$ cat src/rtl/muntjac_fetch_queue.sv
// Fetch-to-backend instruction FIFO of DEPTH entries, flushed on a backend redirect.
// Optional zero-latency pass-through when empty: define MUNTJAC_FETCH_QUEUE_BYPASS_EN.
module muntjac_fetch_queue #(
    parameter int unsigned DEPTH  = 4,
    parameter int unsigned DATA_W = 128,
    localparam int unsigned CNT_W = $clog2(DEPTH + 1)
) (
    input  logic              clk_i,
    input  logic              rst_ni,
    input  logic              flush_i,
    input  logic              in_valid_i,
    output logic              in_ready_o,
    input  logic [DATA_W-1:0] in_instr_i,
    output logic              out_valid_o,
    input  logic              out_ready_i,
    output logic [DATA_W-1:0] out_instr_o,
    output logic [CNT_W-1:0]  count_o
);
    localparam int unsigned IDX_W = $clog2(DEPTH);
    localparam int unsigned PTR_W = IDX_W + 1;
    localparam logic [CNT_W-1:0] FULL_CNT = CNT_W'(DEPTH);

    logic [DATA_W-1:0] mem_q [DEPTH];
    logic [PTR_W-1:0]  wr_ptr_q, wr_ptr_d;
    logic [PTR_W-1:0]  rd_ptr_q, rd_ptr_d;
    logic [CNT_W-1:0]  count_q, count_d;

    logic [IDX_W-1:0]  wr_idx, rd_idx;
    logic              empty, ptr_empty, ptr_full;
    logic              push, pop, bypass, store, pop_mem;

    assign wr_idx    = wr_ptr_q[IDX_W-1:0];
    assign rd_idx    = rd_ptr_q[IDX_W-1:0];
    assign empty     = (count_q == '0);
    assign ptr_empty = (wr_ptr_q == rd_ptr_q);
    assign ptr_full  = (wr_idx == rd_idx) && (wr_ptr_q[PTR_W-1] != rd_ptr_q[PTR_W-1]);

    // Readiness looks only at registered occupancy, so a full queue stays
    // not-ready even in a cycle where the backend pops.
    assign in_ready_o = (count_q < FULL_CNT);
    assign count_o    = count_q;

`ifdef MUNTJAC_FETCH_QUEUE_BYPASS_EN
    assign out_valid_o = (!empty || in_valid_i) && !flush_i;
    assign out_instr_o = empty ? in_instr_i : mem_q[rd_idx];
    assign bypass      = empty && in_valid_i && !flush_i && out_ready_i;
`else
    assign out_valid_o = !empty && !flush_i;
    assign out_instr_o = mem_q[rd_idx];
    assign bypass      = 1'b0;
`endif

    assign push    = in_valid_i && in_ready_o && !flush_i;
    assign pop     = out_valid_o && out_ready_i;
    // A bypassed instruction is consumed straight from the input, never stored.
    assign store   = push && !bypass;
    assign pop_mem = pop && !bypass;

    always_comb begin
        wr_ptr_d = wr_ptr_q;
        rd_ptr_d = rd_ptr_q;
        count_d  = count_q;
        if (flush_i) begin
            wr_ptr_d = '0;
            rd_ptr_d = '0;
            count_d  = '0;
        end else begin
            if (store)   wr_ptr_d = wr_ptr_q + PTR_W'(1);
            if (pop_mem) rd_ptr_d = rd_ptr_q + PTR_W'(1);
            if (store && !pop_mem)      count_d = count_q + CNT_W'(1);
            else if (!store && pop_mem) count_d = count_q - CNT_W'(1);
        end
    end

    always_ff @(posedge clk_i or negedge rst_ni) begin
        if (!rst_ni) begin
            wr_ptr_q <= '0;
            rd_ptr_q <= '0;
            count_q  <= '0;
        end else begin
            wr_ptr_q <= wr_ptr_d;
            rd_ptr_q <= rd_ptr_d;
            count_q  <= count_d;
        end
    end

    always_ff @(posedge clk_i) begin
        if (store) mem_q[wr_idx] <= in_instr_i;
    end

    a_no_push_full: assert property (@(posedge clk_i) disable iff (!rst_ni)
        !(push && count_q == FULL_CNT));
    a_count_max: assert property (@(posedge clk_i) disable iff (!rst_ni)
        count_q <= FULL_CNT);
    a_ptr_agree: assert property (@(posedge clk_i) disable iff (!rst_ni)
        (empty == ptr_empty) && ((count_q == FULL_CNT) == ptr_full));
    a_head_stable: assert property (@(posedge clk_i) disable iff (!rst_ni)
        (out_valid_o && !out_ready_i && !flush_i) |=> $stable(out_instr_o));

endmodule

$ cat config.mk
export PLATFORM = sky130hd
export DESIGN_NAME = muntjac_fetch_queue
export DESIGN_NICKNAME = d
export VERILOG_FILES = /design/src/rtl/muntjac_fetch_queue.sv
export SDC_FILE = /design/constraint.sdc
export NUM_CORES = 1
export LEC_CHECK = 0
export ABC_CLOCK_PERIOD_IN_PS = 11400
export CORE_ASPECT_RATIO = 0.5
export CORE_MARGIN = 10
export CORE_UTILIZATION = 54
export DETAILED_ROUTE_END_ITERATION = 8
export HOLD_SLACK_MARGIN = 0.05
export PLACE_DENSITY = 0.76
export SLEW_MARGIN = 0
export SYNTH_ARGS = -nofsm -noshare
export SYNTH_HDL_FRONTEND = slang
export SYNTH_SLANG_ARGS = --single-unit
$ cat constraint.sdc
create_clock -name clk_i -period 11.4 [get_ports clk_i]
set_clock_uncertainty 0.15 [all_clocks]
set_input_delay 3.42 -clock clk_i [delete_from_list [all_inputs] [get_ports clk_i]]
set_output_delay 3.42 -clock clk_i [all_outputs]
set_load 0.02 [all_outputs]
==> metrics.cfg <==
[outcome]
status = completed

[routing]
viasPerCell = 5.56
drc = 0
dr_total_vias = 8458
initialDrtViolationCount = 580
firstDrtPassIters = 4
wl_per_cell_microns = 25.1
ant_nets = 0
wirelength_mm = 38.2

[placement]
dp.cells = 1438
place_area_sq_um = 22100
hpwl_mm = 23.0
io_buffers = 265
gp_congestion = 0.739

[clock_network]
cts-resized-gates = 0
hold_buffers = 0
htreeDepth = 2
cts_tree = done
max-clock-path-buffers = 3
numCtsBuffers = 45
clockRootBuffer = clkbuf_16
post_cts_buffers = 0
clock_sinks = 519
clk_pin_slew_ns = 0.06
clk_latency_ns = 0.55

[final_layout]
stdcell_area_sq_um = 23500
fillerInstances = 2076
fin_cells = 1522
post-route-util_pct = 68.1
nets = 1148
drive_gt1_share_pct = 20.2
syn_to_final_growth_pct = 24.0
multi_input_area_sq_um = 3190
seqCellArea_sq_um = 15600

[grt]
top_usage_layer = met2
grtUsageTotal_pct = 17.5
use_met3_pct = 3.25
grt_antenna_before_repair = 4
grt_pass1_wl_mm = 57.9
grtUsageMet2_pct = 32.4
grt_overflow = 0
use_met1_pct = 20.5
grt_pass1_vias = 8906
grt_max_degree = 118

[timing]
hold_viol = 0
fin_crit_sh_pct = 73.9
max_freq_ghz = 0.119
rsz0062_at_grt = false
fin_crit_ns = 8.42
setup_viol = 0
worst_slew_pin_slew_ns = 1.17
fin_setup_tns_ns = 0
final_max_slew_viol_count = 0
max-slew-margin-rel_pct = 21.7

[worst_setup_path]
arrival_ns = 4.85
r2r-start = count_o[2]
crit_path_start_kind = primary input
crit_required_ns = 7.83
worstPathMaxFanout = 11
startpoint = flush_i
cp-end-kind = output port
rrSetupSlack_ns = 8.08
path_class = primary input to output port

[synthesis]
dominantRegCellSynth = edfxtp_1
ys_seq_area_share_pct = 82.0
syn_avg_cell_area_sq_um = 26.3
synth_seq_cells = 519
syn_area_sq_um = 19000
yosys_warnings = 0
netlist_instances = 722
synthesis.nets = 860
synth-edff-count = 512
ys_types = 28
synth-async-reset-ratio_pct = 1.35

[pwr]
p_total_uw = 4390
vdd_drop_max_mv = 0.108
p_leak_uw = 0.00732
power_density_nw_per_um2 = 186

[worst_hold_path]
holdCritStartpoint = wr_ptr_q[1]
hold_class = flip-flop to flip-flop

[floorplanning]
coreArea_sq_um = 34500
die_area_sq_um = 43500
io_pins = 266
start_util_pct = 54.9
die_w_microns = 285
core.rowCount = 48
dieHeight_microns = 153

[job]
cap_violations = 0

## area by class of cell
cell class / count / share of cell area, %
Antenna cell: 4 / 0.0426
Clock buffer: 54 / 5.11
Clock inverter: 26 / 1.01
Inverter: 5 / 0.0798
Multi-Input combinational cell: 168 / 13.6
Sequential cell: 519 / 66.2
Tap cell: 475 / 2.53
Timing Repair Buffer: 271 / 11.5
## metal layers
layer | routed length [microns] | up-vias
li1 | - | 3697
met1 | 14100 | 4527
met2 | 21800 | 172
met3 | 1330 | 62
met4 | 1010 | 0
met5 | 0 | -
## stage by stage
step / hold slack [ns] / setup slack, ns
floorplan: 0.393 / 3.90
global placement: 0.411 / 2.99
detailed placement: 0.423 / 2.98
CTS: 0.432 / 2.97
global route: 0.471 / 2.92
finish: 0.430 / 2.98
## sequential cells by signal, summed over array words and instances, names as in the netlist
name	flops
mem_q	512
wr_ptr_q	2
rd_ptr_q	2
count_o	3
## worst paths after layout
kind | endpoint | cells after the start
min in group asynchronous | count_o[2] | 1
max reg2reg | mem_q[3][30] | 5
min | wr_ptr_q[1] | 2
max | out_valid_o | 3
min reg2reg | wr_ptr_q[1] | 2
max in group asynchronous | rd_ptr_q[1] | 1
## worst max-delay path, cell delays in order
cell and delay, ns:
clkdlybuf4s50_1 0.59, nor2_1 0.20, clkdlybuf4s50_1 0.64
## synth_stat cells, drive strengths merged, types with 2 or more instances
cell / instances / area [sq um]
buf: 27 / 206
mux4: 128 / 2880
and2: 4 / 25.0
ha: 4 / 50.1
inv: 5 / 18.8
nor2b: 2 / 12.5
nand2: 3 / 11.3
nor3: 6 / 40.0
clkbuf: 3 / 11.3
dfrtp: 7 / 175
xnor2: 2 / 17.5
nor3b: 2 / 20.0
a211oi: 2 / 20.0
nor2: 7 / 26.3
edfxtp: 512 / 15400
## power breakdown
group,switching [uW],leakage [uW],internal (uW)
clock,655,0.000713,845
combinational,337,0.00188,341
sequential,30.2,0.00473,2180
total,1020,0.00732,3360
## logic make-up after synthesis
kind of cell               Yosys count  synth area share, %
DFF                                519                 82.0
muxes                              130                 15.3
buffers and inverters               35                 1.25
and+or+nand+nor                     26                0.779
AOI/OAI and AO/OA                    5                0.198
adders and majority gates            5                0.370
xor gates and xnor gates             2               0.0924
## cells in the final DEF (no fill, tap or decap)
cell	count
edfxtp_1	512
clkdlybuf4s50_1	265
mux4_2	128
clkbuf_16	47
clkinv_2	11
nor2_1	7
clkinv_1	7
clkbuf_1	7
inv_1	5
dfrtp_1	5
buf_4	5
diode_2	4
nor3_1	4
and2_4	4
ha_1	4
bufinv_16	4
nand2_1	3
nor3_2	2
nor2b_1	2
xnor2_1	2
dfrtp_4	2
nand2b_1	1
o21a_1	1
or2_1	1
a211oi_2	1
o21ai_0	1
nor3b_1	1
a21oi_1	1
nor3b_2	1
mux2_2	1
mux2i_1	1
a211oi_1	1
fa_1	1
inv_6	1
clkinv_4	1
clkinvlp_4	1
inv_8	1
buf_12	1
(Power assumes the default switching activity.)
